**src/rtl/phy_rx_deser_pkg.sv**
```systemverilog
// Shared definitions for the PHY receive deserializer: the COM character
// and the per-lane alignment state encoding.
package phy_rx_deser_pkg;

    localparam logic [7:0] COM_CHAR = 8'hBC;

    typedef enum logic [1:0] {
        SEARCH = 2'd0,
        ALIGN  = 2'd1,
        ACTIVE = 2'd2
    } lane_state_t;

endpackage : phy_rx_deser_pkg

```
**src/rtl/phy_rx_deser_lane_align.sv**
```systemverilog
// One receive lane: shifts the serial stream MSB first, locks onto the COM
// character and then emits one byte every 8 bit times.
module rx_lane_align
    import phy_rx_deser_pkg::*;
#(
    parameter logic [7:0]  COM      = COM_CHAR,
    parameter int unsigned BC_COUNT = 4
) (
    input  logic       clk_8f,
    input  logic       reset,
    input  logic       serial_in,
    output logic [7:0] data_out,
    output logic       valid_out,
    output logic       byte_stb,
    output logic       active
);

    localparam logic [3:0] BC_LIM = 4'(BC_COUNT);

    lane_state_t state;
    logic [7:0]  sr;
    logic [2:0]  bit_cnt;
    logic [3:0]  bc_cnt;
    logic [3:0]  bc_next;
    logic        sr_is_com;
    logic        at_boundary;

    // Saturating COM counter and boundary decode
    always_comb begin
        bc_next     = (bc_cnt >= BC_LIM) ? bc_cnt : bc_cnt + 4'd1;
        sr_is_com   = (sr == COM);
        at_boundary = (bit_cnt == 3'd7);
    end

    // Shift register, bit counter, alignment FSM and registered outputs
    always_ff @(posedge clk_8f) begin
        if (reset) begin
            state     <= SEARCH;
            sr        <= '0;
            bit_cnt   <= '0;
            bc_cnt    <= '0;
            data_out  <= '0;
            valid_out <= 1'b0;
            byte_stb  <= 1'b0;
            active    <= 1'b0;
        end else begin
            sr       <= {sr[6:0], serial_in};
            bit_cnt  <= bit_cnt + 3'd1;
            byte_stb <= 1'b0;
            case (state)
                SEARCH: begin
                    // Restarting the counter here puts the next boundary
                    // exactly one byte after the COM just seen.
                    if (sr_is_com) begin
                        bit_cnt <= '0;
                        bc_cnt  <= 4'd1;
                        state   <= ALIGN;
                    end
                end
                ALIGN: begin
                    if (at_boundary) begin
                        if (sr_is_com) begin
                            bc_cnt <= bc_next;
                            if (bc_next >= BC_LIM) begin
                                state  <= ACTIVE;
                                active <= 1'b1;
                            end
                        end else begin
                            bc_cnt <= '0;
                            state  <= SEARCH;
                        end
                    end
                end
                ACTIVE: begin
                    if (at_boundary) begin
                        data_out  <= sr;
                        valid_out <= !sr_is_com;
                        byte_stb  <= 1'b1;
                    end
                end
                default: begin
                    state <= SEARCH;
                end
            endcase
        end
    end

endmodule : rx_lane_align

```
**src/rtl/phy_rx_deser.sv**
```systemverilog
// Two-lane PHY receive deserializer; each lane is an independent aligner.
module phy_rx_deser
    import phy_rx_deser_pkg::*;
#(
    parameter logic [7:0]  COM      = COM_CHAR,
    parameter int unsigned BC_COUNT = 4
) (
    input  logic       clk_8f,
    input  logic       reset,
    input  logic       serial_in_0,
    input  logic       serial_in_1,
    output logic [7:0] data_out_0,
    output logic [7:0] data_out_1,
    output logic       valid_out_0,
    output logic       valid_out_1,
    output logic       byte_stb_0,
    output logic       byte_stb_1,
    output logic       active_0,
    output logic       active_1
);

    rx_lane_align #(
        .COM      (COM),
        .BC_COUNT (BC_COUNT)
    ) u_lane_0 (
        .clk_8f    (clk_8f),
        .reset     (reset),
        .serial_in (serial_in_0),
        .data_out  (data_out_0),
        .valid_out (valid_out_0),
        .byte_stb  (byte_stb_0),
        .active    (active_0)
    );

    rx_lane_align #(
        .COM      (COM),
        .BC_COUNT (BC_COUNT)
    ) u_lane_1 (
        .clk_8f    (clk_8f),
        .reset     (reset),
        .serial_in (serial_in_1),
        .data_out  (data_out_1),
        .valid_out (valid_out_1),
        .byte_stb  (byte_stb_1),
        .active    (active_1)
    );

endmodule : phy_rx_deser

```
**config.mk**
```make
export PLATFORM = sky130hd
export DESIGN_NAME = phy_rx_deser
export DESIGN_NICKNAME = d
export VERILOG_FILES = /design/src/rtl/phy_rx_deser_pkg.sv /design/src/rtl/phy_rx_deser_lane_align.sv /design/src/rtl/phy_rx_deser.sv
export SDC_FILE = /design/constraint.sdc
export NUM_CORES = 1
export LEC_CHECK = 0
export CAP_MARGIN = 5
export CORE_ASPECT_RATIO = 0.9
export CORE_MARGIN = 2
export CORE_UTILIZATION = 29
export DETAILED_ROUTE_END_ITERATION = 8
export GPL_ROUTABILITY_DRIVEN = 0
export GPL_TIMING_DRIVEN = 0
export PLACE_DENSITY = 0.56
export RECOVER_POWER = 100
export SLEW_MARGIN = 0
export SYNTH_ARGS = -nofsm -noshare
export SYNTH_HDL_FRONTEND = slang
export SYNTH_SLANG_ARGS = --single-unit
```
**constraint.sdc**
```tcl
create_clock -name clk_8f -period 2.1 [get_ports clk_8f]
set_input_delay 0.315 -clock clk_8f [delete_from_list [all_inputs] [get_ports clk_8f]]
set_output_delay 0.315 -clock clk_8f [all_outputs]
set_load 0.01 [all_outputs]
```
==> metrics.md, run 1 <==
| Metric | Value |
|---|---|
| Outcome | finished, final reports clean |
| IO Pins | 26 |
| # clock sinks | 56 |
| Sequential-to-total area share from yosys stat | 52.9% |
| Vias per cell | 4.46 |
| Final Util | 35.7% |
| Adder-Cell Fraction of Synth Area | 3.54% |
| Min Tclk post-route | 1.88 ns |
| Gate Count Post-Synth | 206 |
| Post-synth EDFFs | 0 |
| Period Utilization, post-route | 89.5% |
| Number of distinct library cells after synthesis | 41 |
| Reg2reg path depth | 7 |
| Setup crit start | u_lane_1.bit_cnt[0] |
| Ys async rst share | 0% |
| Mux contribution to synthesized area | 7.55% |
| Area of the multi-input gates | 908 um2 |
| Finished Cell Area | 2530 um2 |
| Crit Path Class | reg2reg |
| GRT overflow | 0 |
| Clk buf depth | 2 |
| CTS Hold Bufs | 0 |
| Setup violators final | 0 |
| Antenna Cells | 0 |
| RSZ-0062 raised after global routing | no |
| VDD IR max | 0.281 mV |
| Latest clock arrival within the worst-skew pair | 0.31 ns |
| Critical path endpoint | u_lane_1.bc_cnt[1] |
| Initial antenna violation count | 0 |
| Worst Tran Pin Value | 0.657 ns |
| Dpl hpwl | 2730 um |
| Dominant synthesized flop cell | dfxtp_1 |
| CP Max Fanout | 6 |
| Post-CTS setup buffer count | 0 |
| # port buffers | 24 |
| Starting Density | 30.0% |
| FF+latch count, synth | 56 |
| Worst path required time | 2.33 ns |
| CP Data Arrival Time | 2.11 ns |
| Drt first-iter violations | 36 |
| Die height | 85.1 um |
| ANT nets after route | 0 |
| DRC violations left | 0 |
| Max Freq | 532 MHz |
| Post-CTS sizing | 0 |
| Simple-gate share of the synthesized area | 26.4% |
| Layout cell share with drive strength beyond 1 | 5.46% |
| Critical path launch point type | flop |
| Largest family of logic cells by synthesized area | simple AND/OR/NAND/NOR gates |
| Row count | 29 |
| Die X | 94.1 um |
| Synth Area in Compound Gates | 6.84% |
| Pwr dens | 686 nW/um2 |
| Final Skew | 0.00856 ns |
| Reg-to-reg endpoint | u_lane_1.bc_cnt[1] |
| Synthesized area per cell | 10.3 um2 |
| WL final | 3770 um |
| Final net count | 247 |
| Setup_tns | 0 ns |
| Reg2reg setup slack | 0.22 ns |
| Gr usage total | 10.3% |
| Post-DP Area | 2480 um2 |
| Largest net degree at the start of global routing | 19 |
| Max_cap viols | 0 |
| Final hold vios | 0 |
| Vias in the first global route | 1375 |
| WL/cell | 11.4 um |
| Slowest CP cell | or4b_1 |
| Worst min path class | reg2reg |
| Hold Path Stages | 1 |
| Final Slew Violations | 0 |
| Crit path top cell by count | ha_1 |
| First-pass GRT wire length | 6530 um |
| Fillers | 738 |
| TritonRoute pass-1 iters | 4 |
| Critical Path, Cell by Cell | ha_1, ha_1, and3b_1, clkbuf_1, o31a_1, or4b_1, o21ai_0 |
| Max_slew headroom | 55.6% |
| TritonCTS clock tree | built |
| CTS root buf | clkbuf_8 |
| CTS clock-pin slew for the worst setup and hold paths | 0.09 ns |
| Total clock buffers created by CTS | 5 |
| Core Region | 7080 um2 |
| Crit path largest cell delay | 0.46 ns |
| Routed vias | 1475 |
| Post-Syn Area | 2120 um2 |
| Crit end category | flop |
| Register area | 1120 um2 |
| Yosys warns | 0 |
| Die Area | 8010 um2 |
| Post-Synth XOR/XNOR Area | 0% |
| CTS H-tree depth | 2 |
| Mapped Nets | 216 |
| P&R area growth vs syn | 19.2% |
| R2r startpoint | u_lane_1.bit_cnt[0] |
| Static leakage | 1.12 nW |
[layout by cell type (no fill, tap or decap), drive strengths merged, types with 2 or more instances in the layout]
master	n
nor2	32
a21oi	11
mux2i	16
inv	4
o31a	2
nor3	4
nand3	3
ha	6
nand4	2
and2	5
nor3b	2
nor2b	18
and3b	3
dfxtp	56
clkinv	2
dlygate4sd3	22
nand2	4
o21ai	4
and3	2
clkdlybuf4s50	2
clkbuf	14
a31oi	3
nand3b	4
[synthesized netlist by cell type (all sizes together), types with 2 or more instances]
cell,number,area share (%)
nor3b,2,0.94
a31oi,3,0.89
o21ai,4,0.94
nor2,32,5.7
and2,5,1.5
nor2b,18,5.3
mux2i,16,7.6
and3,2,0.59
nand4,2,0.59
nand2,4,0.71
buf,4,1.2
nand3b,4,1.4
o31a,2,0.83
inv,3,0.53
dfxtp,56,53
clkbuf,6,1.1
and3b,3,1.2
nor3,4,0.94
a21oi,11,2.6
ha,6,3.5
nand3,3,0.71
[where the power goes]
group	switching, mW	total [mW]	leakage, nW	internal [mW]
logic	0.0266	0.0448	0.616	0.0183
clock network	0.364	0.604	0.0485	0.240
registers	0.00761	1.08	0.453	1.08
total	0.398	1.73	1.12	1.34
[sequential cells by signal, summed over array words and instances (netlist names)]
register            cells
u_lane_0.byte_stb       1
u_lane_1.byte_stb       1
u_lane_0.valid_out      1
u_lane_0.bit_cnt        3
u_lane_0.bc_cnt         4
u_lane_0.state          2
u_lane_1.valid_out      1
u_lane_1.bit_cnt        3
u_lane_0.sr             8
u_lane_1.data_out       8
u_lane_1.state          2
u_lane_1.active         1
u_lane_1.sr             8
u_lane_0.data_out       8
u_lane_1.bc_cnt         4
u_lane_0.active         1
[how the worst min path moves through the flow]
stage,startpoint,endpoint
final,u_lane_1.bit_cnt[0],u_lane_1.bit_cnt[0]
after detailed placement,u_lane_1.bit_cnt[0],u_lane_1.bit_cnt[0]
after global placement,u_lane_1.bit_cnt[0],u_lane_1.bit_cnt[0]
after global routing,u_lane_1.bit_cnt[0],u_lane_1.bit_cnt[0]
after floorplan,u_lane_0.bit_cnt[0],u_lane_0.bit_cnt[0]
after CTS,u_lane_1.bit_cnt[0],u_lane_1.bit_cnt[0]
[kinds of logic after synthesis]
kind of cell	Yosys count
multiplexers	16
buffers and inverters	13
adder cells (fa/ha/maj)	6
AO/OA/AOI/OAI	24
flip-flops	56
AND/OR/NAND/NOR	91
[routing by layer]
metal | track usage [%] | vias up | wire [um]
met5 | 0 | - | 0
met4 | 4.35 | 0 | 59
met3 | 2.93 | 7 | 124
met2 | 14.8 | 23 | 1620
met1 | 14.3 | 680 | 1960
li1 | - | 765 | -
[cell type report]
| type | instances | area share [%] |
|---|---|---|
| inverters | 3 | 0.446 |
| flip-flops and latches | 56 | 44.4 |
| multi-input cells | 137 | 35.9 |
| plain buffers | 10 | 1.53 |
| well taps | 93 | 4.60 |
| clock buffers | 5 | 2.72 |
| clock inverters | 3 | 0.891 |
| repair buffers | 24 | 9.50 |
[through the flow]
stage / power [mW] / std cells / worst slack, ns / hold WS [ns]
finish: 1.73 / 331 / 0.221 / 0.446
global route: 1.82 / 331 / 0.109 / 0.469
CTS: 1.76 / 331 / 0.277 / 0.453
detailed placement: 1.16 / 323 / 0.264 / 0.438
global placement: 1.16 / 323 / 0.304 / 0.424
floorplan: 1.14 / 206 / 0.420 / 0.408
[critical path, delay by kind of cell, from the launching register on]
kind            cells  cell delay, ns
compound gates      2            0.24
fa+ha+maj           2            0.44
buf+inv             1            0.15
flops               1            0.33
simple gates        2            0.65
Note: power is estimated with default switching activity, not from simulation.
==> run 2, diff against run 1 <==
--- a/config.mk
+++ b/config.mk
@@ -14,6 +14,7 @@
 export GPL_TIMING_DRIVEN = 0
 export PLACE_DENSITY = 0.56
 export RECOVER_POWER = 100
+export SKIP_CTS_REPAIR_TIMING = 1
 export SLEW_MARGIN = 0
 export SYNTH_ARGS = -nofsm -noshare
 export SYNTH_HDL_FRONTEND = slang
==> results of run 2 <==
Same layout as run 1: the final DEF is identical, and so are final timing and power.
